===== src/rtl/fp_mul_pkg.sv =====
// Shared types and constants for the sequential single-precision multiplier.
package fp_mul_pkg;

  localparam int SGN_W = 1;
  localparam int EXP_W = 8;
  localparam int FRC_W = 23;

  localparam int          EXP_BIAS = 127;
  localparam int          EXP_MAX  = 255;
  localparam logic [31:0] QNAN     = 32'h7FC0_0000;
  localparam logic [30:0] MAXF     = 31'h7F7F_FFFF;

  typedef enum logic [2:0] {
    S_IDLE,
    S_CHECK,
    S_MUL,
    S_NORM,
    S_ROUND,
    S_DONE
  } state_t;

  typedef enum logic [2:0] {
    RM_RNE = 3'b000,
    RM_RTZ = 3'b001,
    RM_RDN = 3'b010,
    RM_RUP = 3'b011,
    RM_RMM = 3'b100
  } rmode_t;

  typedef struct packed {
    logic [SGN_W-1:0] sgn;
    logic [EXP_W-1:0] exp;
    logic [FRC_W-1:0] frc;
  } fp32_t;

  // Reserved encodings fall back to round-to-nearest-even.
  function automatic rmode_t to_rmode(input logic [2:0] m);
    case (m)
      3'b001:  return RM_RTZ;
      3'b010:  return RM_RDN;
      3'b011:  return RM_RUP;
      3'b100:  return RM_RMM;
      default: return RM_RNE;
    endcase
  endfunction

endpackage


===== src/rtl/fp_mul_booth_iter.sv =====
// Iterative radix-4 Booth multiplier: one recoded digit of the multiplier per step.
// The accumulator is kept modulo 2^48; intermediate partial sums may go
// negative, but the final unsigned 24x24 product always fits in 48 bits.
module fp_mul_booth_iter (
  input  logic        clk,
  input  logic        rst,
  input  logic        load,
  input  logic        step,
  input  logic [23:0] mcand,
  input  logic [23:0] mplier,
  output logic [47:0] product
);

  logic [47:0] acc;
  logic [47:0] m_sh;    // multiplicand pre-shifted to the current digit weight
  logic [25:0] q;       // zero-extended multiplier, consumed 2 bits per step
  logic        q_prev;  // bit just below the current Booth group
  logic [2:0]  grp;
  logic [47:0] pp;

  assign grp     = {q[1], q[0], q_prev};
  assign product = acc;

  // Recode the current bit group into a partial product of 0, +-M or +-2M.
  always_comb begin
    // NOTE: every combinational output gets a default first so no path can infer a latch.
    pp = '0;
    unique case (grp)
      3'b001, 3'b010: pp = m_sh;
      3'b011:         pp = m_sh << 1;
      3'b100:         pp = ~(m_sh << 1) + 48'd1;
      3'b101, 3'b110: pp = ~m_sh + 48'd1;
      default:        pp = '0;
    endcase
  end

  // Load operands, then accumulate one partial product and advance by 2 bits per step.
  always_ff @(posedge clk) begin
    // NOTE: sequential state uses non-blocking assignment so every register samples pre-edge values.
    if (rst) begin
      acc    <= '0;
      m_sh   <= '0;
      q      <= '0;
      q_prev <= 1'b0;
    end else if (load) begin
      acc    <= '0;
      m_sh   <= {24'b0, mcand};
      q      <= {2'b0, mplier};
      q_prev <= 1'b0;
    end else if (step) begin
      acc    <= acc + pp;
      m_sh   <= m_sh << 2;
      q      <= {2'b00, q[25:2]};
      q_prev <= q[1];
    end
  end

endmodule


===== src/rtl/fp_mul_seq.sv =====
// Sequencer for the single-precision multiplier: classify operands, run the
// Booth unit, normalise, round and hold the result until it is accepted.
module fp_mul_seq
  import fp_mul_pkg::*;
#(
  parameter int MUL_STEPS = 13
) (
  input  logic        clk,
  input  logic        rst,
  input  logic        in_valid,
  output logic        in_ready,
  input  logic [31:0] fp_X,
  input  logic [31:0] fp_Y,
  input  logic [2:0]  r_mode,
  output logic        out_valid,
  input  logic        out_ready,
  output logic [31:0] fp_Z,
  output logic        ovrf,
  output logic        udrf,
  output logic        busy
);

  state_t             state;
  fp32_t              x_q, y_q;
  rmode_t             mode_q;
  logic               sign_z;
  logic signed [9:0]  e_q;
  logic [25:0]        f_q;
  logic [3:0]         cnt;
  logic [47:0]        product;

  // Operand classification; subnormals count as zero.
  logic x_zero, x_inf, x_nan, y_zero, y_inf, y_nan, sign_c;
  assign x_zero = (x_q.exp == '0);
  assign y_zero = (y_q.exp == '0);
  assign x_inf  = (x_q.exp == 8'hFF) && (x_q.frc == '0);
  assign y_inf  = (y_q.exp == 8'hFF) && (y_q.frc == '0);
  assign x_nan  = (x_q.exp == 8'hFF) && (x_q.frc != '0);
  assign y_nan  = (y_q.exp == 8'hFF) && (y_q.frc != '0);
  assign sign_c = x_q.sgn ^ y_q.sgn;

  fp_mul_booth_iter u_booth (
    .clk     (clk),
    .rst     (rst),
    .load    (state == S_CHECK),
    .step    (state == S_MUL),
    .mcand   ({1'b1, x_q.frc}),
    .mplier  ({1'b1, y_q.frc}),
    .product (product)
  );

  // Resolve special operands to their fixed results.
  logic        special;
  logic [31:0] special_z;
  always_comb begin
    special   = 1'b1;
    special_z = QNAN;
    if (x_nan || y_nan) begin
      special_z = QNAN;
    end else if ((x_inf && y_zero) || (y_inf && x_zero)) begin
      special_z = QNAN;
    end else if (x_inf || y_inf) begin
      special_z = {sign_c, 8'hFF, 23'b0};
    end else if (x_zero || y_zero) begin
      special_z = {sign_c, 31'b0};
    end else begin
      special = 1'b0;
    end
  end

  // Normalise the product to 26 bits: 24-bit significand, guard, and sticky.
  logic        norm_n;
  logic [25:0] f_next;
  always_comb begin
    norm_n = product[47];
    if (norm_n) f_next = {product[47:23], product[22] | (|product[21:0])};
    else        f_next = {product[46:22], product[21] | (|product[20:0])};
  end

  // Round the significand and pack the result, handling overflow and underflow.
  logic [23:0]       sig;
  logic              guard, sticky, inexact, round_inc, norm_r, ovf_inf;
  logic [24:0]       sum;
  logic [22:0]       frc_r;
  logic signed [9:0] e_r;
  logic              ovf_r, udf_r;
  logic [31:0]       round_z;
  always_comb begin
    sig     = f_q[25:2];
    guard   = f_q[1];
    sticky  = f_q[0];
    inexact = guard | sticky;
    case (mode_q)
      RM_RTZ:  round_inc = 1'b0;
      RM_RDN:  round_inc = sign_z & inexact;
      RM_RUP:  round_inc = ~sign_z & inexact;
      RM_RMM:  round_inc = guard;
      default: round_inc = guard & (sticky | sig[0]);
    endcase
    sum    = {1'b0, sig} + {24'b0, round_inc};
    norm_r = sum[24];
    frc_r  = norm_r ? sum[23:1] : sum[22:0];
    e_r    = e_q + $signed({9'b0, norm_r});
    ovf_r  = (e_r >= $signed(10'(EXP_MAX)));
    udf_r  = (e_r <= 10'sd0);
    case (mode_q)
      RM_RTZ:  ovf_inf = 1'b0;
      RM_RDN:  ovf_inf = sign_z;
      RM_RUP:  ovf_inf = ~sign_z;
      default: ovf_inf = 1'b1;
    endcase
    if (ovf_r)      round_z = ovf_inf ? {sign_z, 8'hFF, 23'b0} : {sign_z, MAXF};
    else if (udf_r) round_z = {sign_z, 31'b0};
    else            round_z = {sign_z, e_r[7:0], frc_r};
  end

  // Transaction FSM with registered handshake, status and result outputs.
  always_ff @(posedge clk) begin
    if (rst) begin
      state     <= S_IDLE;
      in_ready  <= 1'b1;
      busy      <= 1'b0;
      out_valid <= 1'b0;
      fp_Z      <= '0;
      ovrf      <= 1'b0;
      udrf      <= 1'b0;
      x_q       <= '0;
      y_q       <= '0;
      mode_q    <= RM_RNE;
      sign_z    <= 1'b0;
      e_q       <= '0;
      f_q       <= '0;
      cnt       <= '0;
    end else begin
      case (state)
        S_IDLE: begin
          if (in_valid && in_ready) begin
            x_q      <= fp_X;
            y_q      <= fp_Y;
            mode_q   <= to_rmode(r_mode);
            in_ready <= 1'b0;
            busy     <= 1'b1;
            state    <= S_CHECK;
          end
        end
        S_CHECK: begin
          sign_z <= sign_c;
          e_q    <= $signed(10'(x_q.exp) + 10'(y_q.exp) - 10'(EXP_BIAS));
          cnt    <= '0;
          if (special) begin
            fp_Z      <= special_z;
            ovrf      <= 1'b0;
            udrf      <= 1'b0;
            out_valid <= 1'b1;
            state     <= S_DONE;
          end else begin
            state <= S_MUL;
          end
        end
        S_MUL: begin
          cnt <= cnt + 4'd1;
          if (cnt == 4'(MUL_STEPS - 1)) state <= S_NORM;
        end
        S_NORM: begin
          f_q   <= f_next;
          e_q   <= e_q + $signed({9'b0, norm_n});
          state <= S_ROUND;
        end
        S_ROUND: begin
          fp_Z      <= round_z;
          ovrf      <= ovf_r;
          udrf      <= udf_r;
          out_valid <= 1'b1;
          state     <= S_DONE;
        end
        S_DONE: begin
          if (out_valid && out_ready) begin
            out_valid <= 1'b0;
            in_ready  <= 1'b1;
            busy      <= 1'b0;
            state     <= S_IDLE;
          end
        end
        default: state <= S_IDLE;
      endcase
    end
  end

endmodule


===== config.mk =====
export PLATFORM = sky130hd
export DESIGN_NAME = fp_mul_seq
export DESIGN_NICKNAME = d
export VERILOG_FILES = /design/src/rtl/fp_mul_pkg.sv /design/src/rtl/fp_mul_booth_iter.sv /design/src/rtl/fp_mul_seq.sv
export SDC_FILE = /design/constraint.sdc
export NUM_CORES = 1
export LEC_CHECK = 0
export BUFFER_PORTS_ARGS = -buffer_cell sky130_fd_sc_hd__buf_2
export CORE_MARGIN = 8
export CORE_UTILIZATION = 55
export DETAILED_ROUTE_END_ITERATION = 7
export HOLD_SLACK_MARGIN = 0.1
export PLACE_DENSITY = 0.76
export SYNTH_ARGS = -nofsm -noshare
export SYNTH_HDL_FRONTEND = slang
export SYNTH_SLANG_ARGS = --single-unit
export TNS_END_PERCENT = 5

===== constraint.sdc =====
create_clock -name clk -period 4.9 [get_ports clk]
set_clock_uncertainty 0.15 [all_clocks]
set_input_delay 0.735 -clock clk [delete_from_list [all_inputs] [get_ports clk]]
set_output_delay 0.735 -clock clk [all_outputs]
set_load 0.01 [all_outputs]

# Yosys cells after proc, flatten, opt, wreduce, memory -nomap -nowiden
# Cells that the tools add are included.
dict set report totals {
  in_bits 71
  output_inout_bits 37
  register_bits 269
}
dict set report op_classes {
  addsub 9
  n_bitwise 11
  n_mux 41
  eq_ne 26
  order_cmp 2
  reduce_logical 34
}
# op n
set ops {}
lappend ops {{one-hot mux 48 bit (4 select lines)} 1}
lappend ops {{two-way mux 32 bit} 5}
lappend ops {{two-way mux 24 bit} 5}
lappend ops {{adder 48 x 1 -> 48 bit, second input constant} 2}
lappend ops {{inverter 48 bit} 2}
lappend ops {{one-hot mux 32 bit (2 select lines)} 1}
lappend ops {{two-way mux 31 bit} 2}
lappend ops {{adder 48 bit} 1}
lappend ops {{zero test 23 bit} 2}
lappend ops {{nonzero test 23 bit} 2}
lappend ops {{two-way mux 26 bit} 1}
lappend ops {{adder 24 x 1 -> 25 bit} 1}
lappend ops {{== test 3 x 2 -> 1 bit, second input constant} 8}
lappend ops {{two-way mux 23 bit} 1}
lappend ops {{OR reduction 22 bit} 1}
lappend ops {{== test 3 bit, second input constant} 7}
lappend ops {{OR reduction 21 bit} 1}
lappend ops {{adder 10 x 2 -> 10 bit} 2}
lappend ops {{one-hot mux 10 bit (2 select lines)} 1}
lappend ops {{one-hot mux 3 bit (6 select lines)} 1}
lappend ops {{== test 8 bit, second input constant} 2}
lappend ops {{zero test 8 bit} 2}
lappend ops {{== test 3 x 1 -> 1 bit, second input constant} 4}
lappend ops {{two-way mux 3 bit} 4}
lappend ops {{other kinds (25)} 64}

# Depth between registers and ports, before layout
# Gate-level depths: netlist of run 1.
dict set report depth {
  depth_word 9
  ltp_mapped 25
  ltp_nobuf 22
}

# Modules after synthesis
# Synthesis of run 1 repeated with hierarchy kept, for this count alone.
dict set report unflattened {
  hier_cells 2309
  hier_area_um2 17589.4
}
# mod seq_area_each_um2 cells_per_inst area_per_inst_um2 instances
set modules_own_cells {}
lappend modules_own_cells {fp_mul_booth_iter 2422.3 1368 10055.9 1}
lappend modules_own_cells {fp_mul_seq 2962.8 941 7533.5 1}

# Worst setup path after synthesis of run 1
# Ideal clock, no wire load.
dict set report synth_path {
  path_kind {reg-to-reg}
  startpoint {register u_booth.m_sh[0]}
  endpoint {register u_booth.acc[47] (netlist: u_booth.product[47])}
  path_stages_with_launch 23
  n_path_buf 2
  arrival_ns 5.103
  setup_time_ns 0.063
  slack_ns -0.416
  cell_sequence {dfxtp_1 > inv_1 > ha_1 > or3b_2 > clkbuf_1 > nor4_4 > nand2_1 > or4b_2 > nor3_1 > xnor2_1 > a221oi_1 > a21oi_1 > ha_1 > clkbuf_1 > nand4_1 > or3_1 > o21ai_0 > a21oi_1 > o31a_1 > o31a_1 > o31a_1 > mux2_1 > nand3_1}
}
dict set report synth_between {
  elab_chain_cells 4
}
# element line
set synth_lines {}
lappend synth_lines {{from (decl)} fp_mul_booth_iter.sv:15} ;# logic [47:0] m_sh;
lappend synth_lines {{from (signal assigned)} fp_mul_booth_iter.sv:47} ;# m_sh <= {24'b0, mcand};
lappend synth_lines {{from (signal assigned)} fp_mul_booth_iter.sv:52} ;# m_sh <= m_sh << 2;
lappend synth_lines {{inverter 48 bit, on equally long branches} {fp_mul_booth_iter.sv:32, fp_mul_booth_iter.sv:31}}
lappend synth_lines {{adder 48 x 1 -> 48 bit, on equally long branches} {fp_mul_booth_iter.sv:32, fp_mul_booth_iter.sv:31}}
lappend synth_lines {{one-hot mux 48 bit (4 select lines) (*)} fp_mul_booth_iter.sv:28} ;# unique case (grp)
lappend synth_lines {{adder 48 bit (*)} fp_mul_booth_iter.sv:51} ;# acc <= acc + pp;
lappend synth_lines {{to (signal assigned)} fp_mul_booth_iter.sv:51}
lappend synth_lines {{to (decl)} fp_mul_booth_iter.sv:14} ;# logic [47:0] acc;
# Mark *: on every way between the ends. The rest lies on a longest branch, timed or not.
# A chain may end at the register's enable or synchronous reset.

# Worst setup path in the final report of run 1
# Same ends and word-level chain as after synthesis.

==> results of run 1 <==
report_power, final:
group | total (W) | internal [W] | switching [W]
registers | 0.00282 | 0.00248 | 0.000341
logic | 0.00454 | 0.00194 | 0.00260
clock network | 0.00230 | 0.00135 | 0.000955
total | 0.00967 | 0.00577 | 0.00390
sequential cells by signal, indices dropped and copies added (netlist names):
name             cells
in_ready             1
fp_Z                32
udrf                 1
out_valid            1
state                3
e_q                 10
y_q                 32
u_booth.q           24
ovrf                 1
sign_z               1
u_booth.m_sh        48
x_q                 32
cnt                  4
f_q                 26
u_booth.q_prev       1
mode_q               3
busy                 1
u_booth.product     48
area by class of cell:
class	instances	area share
Multi-Input combinational cell	1781	0.550
Sequential cell	269	0.268
Timing Repair Buffer	294	0.0986
Clock buffer	37	0.0427
Tap cell	396	0.0246
Clock inverter	17	0.00821
Inverter	41	0.00765
critical path: cells and delay by family, from the launching register on:
family | cells | cell delay (ns)
adder cells (fa/ha/maj) | 1 | 0.34
buffers and inverters | 2 | 0.27
flip-flops | 1 | 0.31
AO/OA/AOI/OAI | 5 | 1.31
multiplexers | 1 | 0.31
AND/OR/NAND/NOR | 10 | 2.20
XOR/XNOR | 1 | 0.08
stage by stage:
step | util | setup slack [ns] | power, W | TNS, ns
global placement | 0.613 | -0.158 | 0.00701 | -3.36
global route | 0.661 | -0.415 | 0.0103 | -5.22
floorplan | - | -0.0554 | 0.00562 | -0.693
finish | 0.661 | -0.162 | 0.00967 | -0.527
detailed placement | 0.613 | -0.321 | 0.00711 | -7.98
CTS | 0.653 | -0.139 | 0.00958 | -0.332
layer usage:
layer / global-route usage / vias to the layer above / routed length, um
met1: 0.343 / 8039 / 21500
met4: 0.0811 / 0 / 1690
met3: 0.0286 / 109 / 2780
met5: 0 / - / 0
li1: - / 8332 / -
met2: 0.455 / 519 / 23900
kinds of logic (layout without fill, tap and decap cells):
| group | count (synthesis) | after routing |
|---|---|---|
| flops | 269 | 269 |
| mux | 45 | 45 |
| compound gates | 671 | 672 |
| fa+ha+maj | 74 | 74 |
| buf+inv | 231 | 389 |
| simple gates | 845 | 845 |
| xor+xnor | 145 | 145 |
layout by cell type (no fill, tap or decap), types with 37 or more instances in the layout:
cell type	netlist	layout
a211oi_1	44	42
a21oi_1	281	270
a22oi_1	72	72
buf_2	9	106
buf_4	1	184
dfxtp_1	269	266
ha_1	71	65
inv_1	40	38
mux2i_1	39	39
nand2_1	446	441
nand3_1	45	44
nor2_1	153	148
nor3_1	44	37
o21ai_0	120	105
xnor2_1	84	82
xor2_1	61	59
path summary, 6_finish.rpt:
check                                from  slack, ns                               end
max reg2reg  u_booth.m_sh[0]$_SDFFE_PP0P_      -0.16  u_booth.product[47]$_SDFFE_PP0P_
min                              fp_Y[21]       0.25              y_q[21]$_SDFFE_PP0P_
min reg2reg         fp_Z[22]$_SDFFE_PP0P_       0.31             fp_Z[22]$_SDFFE_PP0P_
max          u_booth.m_sh[0]$_SDFFE_PP0P_      -0.16  u_booth.product[47]$_SDFFE_PP0P_
repair_timing:
item                                    in CTS  in global routing
endpoints found under the hold margin        0                  0
setup buffers                                9                  4
endpoints found under the setup margin      39                 51
pin swaps                                   22                 22
cloned                                       1                  0
resized for setup                           34                 49
==> results.md, run 1 <==
* ANT nets after route at 0
* CP cell instances: buf_4 > or3_1 > or4_4 > nand2b_4 > buf_12 > nor2_4 > nand2_2 > or2_1 > nand2_1 > xnor2_1 > a221oi_1 > a21oi_1 > ha_1 > nand4_1 > or3_4 > o31a_1 > o31a_1 > o31a_1 > mux2_1 > nand3_1
* Routed via count at around 17000
* Final #Nets at 2562
* Top-area cell type share of the netlist area at 0.319
* DIE HEIGHT at 191 um
* Post-DP HPWL at between 30000 and 40000 um
* Multi-input gate area at around 11000 um^2
* Fin. Hold Viols at 0
* Status: finished with violations
* Number of fillers in the final layout at around 2600
* YS warnings at 0
* Hold Path Class: input pin to flop
* Slew at the pin closest to its max-slew limit at 1.39 ns
* Initial antenna violation count at 0
* RSZ-0062 raised after global routing: true
* Post-synthesis cell type count at between 80 and 90
* Kind of critical path: flop to flop
* Post-Route WL at 49900 um
* Synth-to-Final Area Change at 19.1%
* Critical path endpoint category: flop
* Mux share of post-synthesis cell area at 0.0271
* N_diodes at 0
* H-tree levels at 1
* Synth area leaders: dfxtp_1 32%, nand2_1 9.9%, a21oi_1 8.3%
* Flop and latch count out of synthesis at around 270
* Core box area at 30400 um^2
* Hold slack at 0.245 ns
* Asr flop ratio synth at 0
* Cell leakage power at 7.94 nW
* Sink Count at between 200 and 300
* DRC violations left at 0
* Die area at roughly 37000 um^2
* Dominant cell type by area after synthesis: dfxtp_1
* Layout cell share with drive strength beyond 1 at 0.189
* Setup ws final at -0.162 ns
* Critical Path Most Common Cell: o31a_1
* Fraction of the mapped netlist area in simple logic gates at 0.226
* PortBufs at 107
* Grt ovf at 0
* Gr usage total at 0.264
* Netlist Area Pre-Place at between 15000 and 20000 um^2
* Total CTS buffers at 31
* First-pass GRT wire length at between 80000 and 90000 um
* Clock Path Buffers at 3
* CP peak stage delay at between 0.5 and 0.6 ns
* Seq/Total Area, Yosys at 0.319
* Failing checks: negative setup slack
* Max-slew violation count at 0
* Final instance area at 20100 um^2
* Top Ports at between 100 and 150
* Most common cell in the netlist: nand2_1
* DR iter-0 viols at 1447
* Clk slew on worst S/H paths at 0.06 ns
* Root Driver: clkbuf_16
* Initial DRT Pass Iterations at 6
* Maxcap violations at 0
* Post-synth top flop: dfxtp_1
* Synth Area in Adders at 0.0555
* Clock latency on the worst-skew pair at between 0.5 and 0.6 ns
* Post-route minimum period at ~5.1 ns
* Largest net degree at the start of global routing at between 100 and 150
* Hold depth at 3
* Final-report setup violation count at 8
* Syn avg cell area at 7.41 um^2
* Synthesized Nets at between 2000 and 2500
* Crit start category: flop
* Vias in the first global route at approximately 16000
* Post-synthesis compound-gate area fraction at 0.245
* Placed cell area at 18600 um^2
* Peak supply drop at approximately 0.47 mV
* CTS tree: built
* Via/cell ratio at roughly 6
* Period utilisation layout at 1.03
* Top post-synthesis cells by count: 446 x nand2_1, 281 x a21oi_1, 269 x dfxtp_1, 158 x clkbuf_1, 153 x nor2_1
* Starting Density at 0.555
* Std cell rows at 64
* Critical Path AT at ~5.4 ns
* Wire per inst at approximately 18 um
* Largest family of logic cells by synthesized area: compound AO/OA/AOI/OAI gates
* CTS hold repair buffers at 0
* GPL Wtd Cong at slightly below 1
* Die W at 191 um
* Pwr/cell area at ~480 nW/um^2
* Placed cell count at between 2000 and 3000
* EDFF count, synth at 0
* Register area at 5390 um^2
* Syn Inst Count at ~2300
* Worst endpoint required time at about 5.3 ns
* Non-filler cells, final at between 2000 and 3000
* FMAX at roughly 200 MHz
* Worst Reg-to-Reg Cells at 20
* Crit path max fanout at 5
* Post-synthesis xor/xnor area fraction at 0.0752
* Relative slew slack at 0.0695
* CP max-delay cell: or4_4
Power figures use the tool's default switching activity.
==> run 2: changes to the inputs <==
BUFFER_PORTS_ARGS = -buffer_cell sky130_fd_sc_hd__buf_4   (was -buffer_cell sky130_fd_sc_hd__buf_2)
MAX_ROUTING_LAYER = met4   (was unset)
==> results.md, run 2 (same netlist as run 1, synthesis figures left out) <==
* Gr usage total at 0.278
* Wire per inst at approximately 18 um
* Critical path endpoint category: flop
* Vias in the first global route at 16000
* Leading cell types in the layout, fill and taps excluded: 444 x nand2_1, 299 x buf_4, 270 x a21oi_1
* GPL Wtd Cong at 0.974
* Routed via count at roughly 17000
* CTS tree: built
* Starting Density at 0.555
* RSZ-0062 raised after global routing: true
* Final-report setup violation count at 9
* Net Sw Frac at 0.403
* DRC violations left at 0
* Setup ws final at -0.160 ns
* Share of total power in the clock network at 0.234
* Post-DP HPWL at ~37000 um
* Sw Pwr at roughly 0.0039 W
* First-pass GRT wire length at 82600 um
* CP cell instances: or4_4 > or4_4 > nand2b_4 > buf_12 > nor2_4 > nand2_1 > or2_1 > nand2_1 > xnor2_1 > a221oi_1 > a21oi_1 > ha_1 > nand4_1 > or3_1 > o31a_1 > o31a_1 > o31a_1 > mux2_1 > nand3_1
* WP buf/inv at 1
* Grt ovf at 0
* Crit start category: flop
* Gate power share at 0.473
* Fin. Hold Viols at 0
* Critical Path AT at between 5 and 6 ns
* Clk slew on worst S/H paths at approximately 0.070 ns
* Most common cell after layout, fill and taps aside: nand2_1
* Period utilisation layout at 1.03
* Top Ports at between 100 and 150
* Cell leakage power at about 8.0 nW
* Core box area at about 30000 um^2
* Pint at ~0.0058 W
* N_diodes at 0
* Root Driver: clkbuf_16
* Delay-heaviest family, CP: simple AND/OR/NAND/NOR gates
* Post-route minimum period at 5.06 ns
* Setup_tns at -0.651 ns
* Peak supply drop at around 0.37 mV
* Maxcap violations at 0
* Status: finished with violations
* Slew at the pin closest to its max-slew limit at approximately 1.3 ns
* CP max-delay cell: or4_4
* Crit path max fanout at 5
* Worst endpoint required time at ~5.3 ns
* Failing checks: negative setup slack
* Critical Path Most Common Cell: o31a_1
* Pwr/cell area at about 480 nW/um^2
* Clock latency on the worst-skew pair at around 0.57 ns
* Layout cell share with drive strength beyond 1 at 0.182
* H-tree levels at 1
* DIE HEIGHT at roughly 190 um
* Hold Path Class: input pin to flop
* Via/cell ratio at 5.98
* Std cell rows at 64
* CP peak stage delay at between 0.5 and 0.6 ns
* Synth-to-Final Area Change at 19.9%
* Relative slew slack at 0.130
* Sink Count at roughly 270
* Seq pwr share at 0.293
* ANT nets after route at 0
* Initial DRT Pass Iterations at 8
* Die area at 36600 um^2
* Kind of critical path: flop to flop
* Final #Nets at approximately 2600
* FMAX at around 200 MHz
* CTS hold repair buffers at 0
* Max-slew violation count at 0
* Total CTS buffers at 29
* Layout Utilization at 0.666
* Post-Route WL at a little over 50000 um
* Largest net degree at the start of global routing at approximately 120
* DR iter-0 viols at approximately 1600
* Initial antenna violation count at 0
* Die W at 191 um
* Clock Path Buffers at 3
* Number of fillers in the final layout at roughly 2700
* PortBufs at roughly 110
run 2: cell types whose count changed in the layout (fill, tap and decap cells not counted), sizes merged:
cell and change:
buf +8, bufinv +1, clkbuf +2, clkinv -6
clkinvlp -1, inv +1
run 2: cell type report:
type                       instances  area [um^2]  area share
multi-input combinational       1781        11000       0.541
inverter                          41          154     0.00759
sequential                       269         5390       0.266
clock buffer                      39          803      0.0396
clock inverter                    12          166     0.00821
timing repair buffer             302         2300       0.113
tap                              396          495      0.0245
run 2: power groups by stage:
stage               clock, W  sequential (W)  combinational [W]
floorplan                  0         0.00271            0.00291
global placement           0         0.00284            0.00426
detailed placement         0         0.00286            0.00433
CTS                  0.00228         0.00281            0.00444
global route         0.00237         0.00287            0.00497
finish               0.00225         0.00283            0.00456
run 2: worst min-delay path, cell delays in order:
cell     delay (ns)
buf_4          0.11
nand2_1        0.04
a21oi_1        0.05
run 2: repair_timing:
action                                 4_1_cts  5_1_grt
gates cloned                                 0        1
pin swaps                                   14       21
gates resized for setup                     22       41
endpoints found under the hold margin        0        0
setup endpoints to repair                   37       53
setup buffers                                3        3
run 2: path summary, 6_finish.rpt:
path,slack (ns),cells past startpoint,to,startpoint
setup / recovery,-0.16,19,u_booth.product[47]$_SDFFE_PP0P_,u_booth.m_sh[6]$_SDFFE_PP0P_
hold reg to reg,0.30,2,u_booth.q[8]$_SDFFE_PP0P_,u_booth.q[8]$_SDFFE_PP0P_
setup reg to reg,-0.16,19,u_booth.product[47]$_SDFFE_PP0P_,u_booth.m_sh[6]$_SDFFE_PP0P_
hold / removal,0.26,3,x_q[9]$_SDFFE_PP0P_,fp_X[9]
run 2: per-stage QoR:
step                      cell area, um^2  hold slack (ns)  instances  total power (W)  worst slack, ns
after floorplan                     17000            0.286       2280          0.00562          -0.0554
after detailed placement            19000            0.298       2782          0.00719           -0.254
final                               20300            0.257       2840          0.00964           -0.160
after global routing                20300            0.254       2840           0.0102           -0.414
after global placement              19000            0.292       2782          0.00711           -0.124
after CTS                           20100            0.242       2836          0.00953           -0.139
run 2: per-layer routing:
layer / track usage / routed length (um) / up-vias
li1: - / - / 8341
met2: 0.467 / 24900 / 492
met1: 0.352 / 22500 / 8040
met4: 0.0823 / 1430 / 0
met3: 0.0277 / 2550 / 109
met5: - / 0 / -
==> run 3: changes to the inputs <==
PLACE_DENSITY = 0.73   (was 0.76)
clock period = 5.94 ns   (was 4.9 ns; I/O delays follow)
==> results.md, run 3 (same netlist as run 1, synthesis figures left out) <==
* Post-route minimum period at ~5.7 ns
* Die W at approximately 190 um
* Period utilisation layout at 0.959
* Kind of critical path: flop to flop
* ANT nets after route at 0
* Crit path max fanout at 7
* Hold slack at roughly 0.31 ns
* Slew at the pin closest to its max-slew limit at between 0.9 and 1 ns
* Initial DRT Pass Iterations at 6
* Setup ws final at approximately 0.24 ns
* DR iter-0 viols at between 1000 and 1500
* Peak supply drop at 0.294 mV
* Critical Path AT at ~6.0 ns
* Most common cell after layout, fill and taps aside: nand2_1
* Pwr/cell area at roughly 390 nW/um^2
* Largest net degree at the start of global routing at a little under 100
* Fin. Hold Viols at 0
* Routed via count at approximately 16000
* Layout Utilization at 0.618
* FMAX at between 150 and 200 MHz
* Wire per inst at roughly 18 um
* Clk slew on worst S/H paths at 0.06 ns
* Post-Route WL at 48100 um
* CP startpoint: u_booth.m_sh[0]$_SDFFE_PP0P_
* Clock Path Buffers at 3
* Std cell rows at 64
* Via/cell ratio at 6.06
* Gr usage total at 0.262
* Crit start category: flop
* Leading cell types in the layout, fill and taps excluded: 445 x nand2_1, 279 x a21oi_1, 266 x dfxtp_1
* Clock latency on the worst-skew pair at ~0.57 ns
* Core box area at roughly 30000 um^2
* Vias in the first global route at between 15000 and 20000
* Placed cell area at 17800 um^2
* Final instance area at 18800 um^2
* DRC violations left at 0
* Post-DP HPWL at around 35000 um
* Grt ovf at 0
* RSZ-0062 raised after global routing: true
* Max-slew violation count at 0
* Cell leakage power at approximately 7.1 nW
* Initial antenna violation count at 0
* Relative slew slack at 0.348
* CTS tree: built
* First-pass GRT wire length at roughly 78000 um
* Top Ports at roughly 110
* Sink Count at 269
* Critical R2R Launch: u_booth.m_sh[0]$_SDFFE_PP0P_
* Critical path endpoint category: flop
* Root Driver: clkbuf_16
* GPL Wtd Cong at ~0.94
* Layout cell share with drive strength beyond 1 at 0.107
* Pre-CTS setup slack at ~0.17 ns
* PortBufs at between 100 and 150
* DIE HEIGHT at 191 um
* Setup_tns at 0 ns
* Final #Nets at 2408
* Die area at ~37000 um^2
* Synth-to-Final Area Change at 11.4%
* Starting Density at 0.555
* Worst hold start: u_booth.q[4]$_SDFFE_PP0P_
* H-tree levels at 1
* Hold Path Class: flop to flop
* Worst endpoint required time at 6.28 ns
* N_diodes at 0
* Status: complete, no violations
* Final-report setup violation count at 0
* Maxcap violations at 0
* Total CTS buffers at 30
run 3: cell types whose count changed in the layout (fill, tap and decap cells not counted), moves of 3 or more:
| cell | previous run | this run |
|---|---|---|
| a21oi_1 | 270 | 279 |
| or3_1 | 18 | 23 |
| nor3_2 | 7 | 3 |
| a31oi_2 | 3 | 0 |
| o21ai_0 | 107 | 119 |
| clkbuf_1 | 6 | 9 |
| nor3_1 | 38 | 42 |
| buf_4 | 299 | 140 |
| or3_4 | 6 | 1 |
| a21oi_2 | 10 | 2 |
| o21ai_2 | 3 | 0 |
| o21ai_1 | 11 | 2 |
run 3: where the power goes:
part / total, W / leakage [nW] / internal (W) / switching (W)
clock network: 0.00183 / 0.470 / 0.00109 / 0.000748
logic: 0.00305 / 4.49 / 0.00111 / 0.00194
registers: 0.00236 / 2.18 / 0.00205 / 0.000314
total: 0.00725 / 7.14 / 0.00425 / 0.00300
run 3: critical path: stages, from the launching register on:
cell and delay [ns]:
dfxtp_1 0.35, inv_1 0.10, ha_1 0.19, or3b_2 0.57, nor4_4 0.25, nand2_1 0.18, or3_1 0.42, or3_1 0.38
nand2_1 0.10, xnor2_1 0.09, a221oi_1 0.28, a31oi_1 0.07, ha_1 0.44, nand2_1 0.12, nor4_1 0.27, a32oi_2 0.23
o31a_1 0.37, o31a_1 0.32, o31a_1 0.33, mux2_1 0.32, nand3_1 0.06
run 3: per-layer routing:
metal,up-vias,wire [um],GRT usage
li1,8026,-,-
met1,7634,21500,0.332
met2,482,22500,0.429
met3,108,2570,0.0337
met4,0,1500,0.0847
met5,-,0,-
run 3: worst paths after layout:
check                                                        end  slack [ns]  cells after the start
worst min-delay path                   u_booth.q[4]$_SDFFE_PP0P_        0.31                      2
worst max register to register  u_booth.product[47]$_SDFFE_PP0P_        0.24                     20
worst max-delay path            u_booth.product[47]$_SDFFE_PP0P_        0.24                     20
worst min register to register         u_booth.q[4]$_SDFFE_PP0P_        0.31                      2
run 3: repair_timing:
action                                  in CTS  in global routing
resized for setup                            0                 16
buffers inserted                             0                  0
endpoints found under the setup margin       0                 28
hold buffers                                 0                  0
run 3: per-stage QoR:
stage	cells	power [W]
finish	2680	0.00725
global route	2680	0.00772
CTS	2680	0.00720
detailed placement	2628	0.00536
global placement	2628	0.00530
floorplan	2280	0.00457
run 3: final cells by class:
class | instances | area (um^2)
flip-flops and latches | 269 | 5390
fillers | 2818 | 11600
inverters | 41 | 154
well taps | 396 | 495
clock buffers | 45 | 867
multi-input cells | 1780 | 10700
repair buffers | 142 | 1080
clock inverters | 7 | 98.8
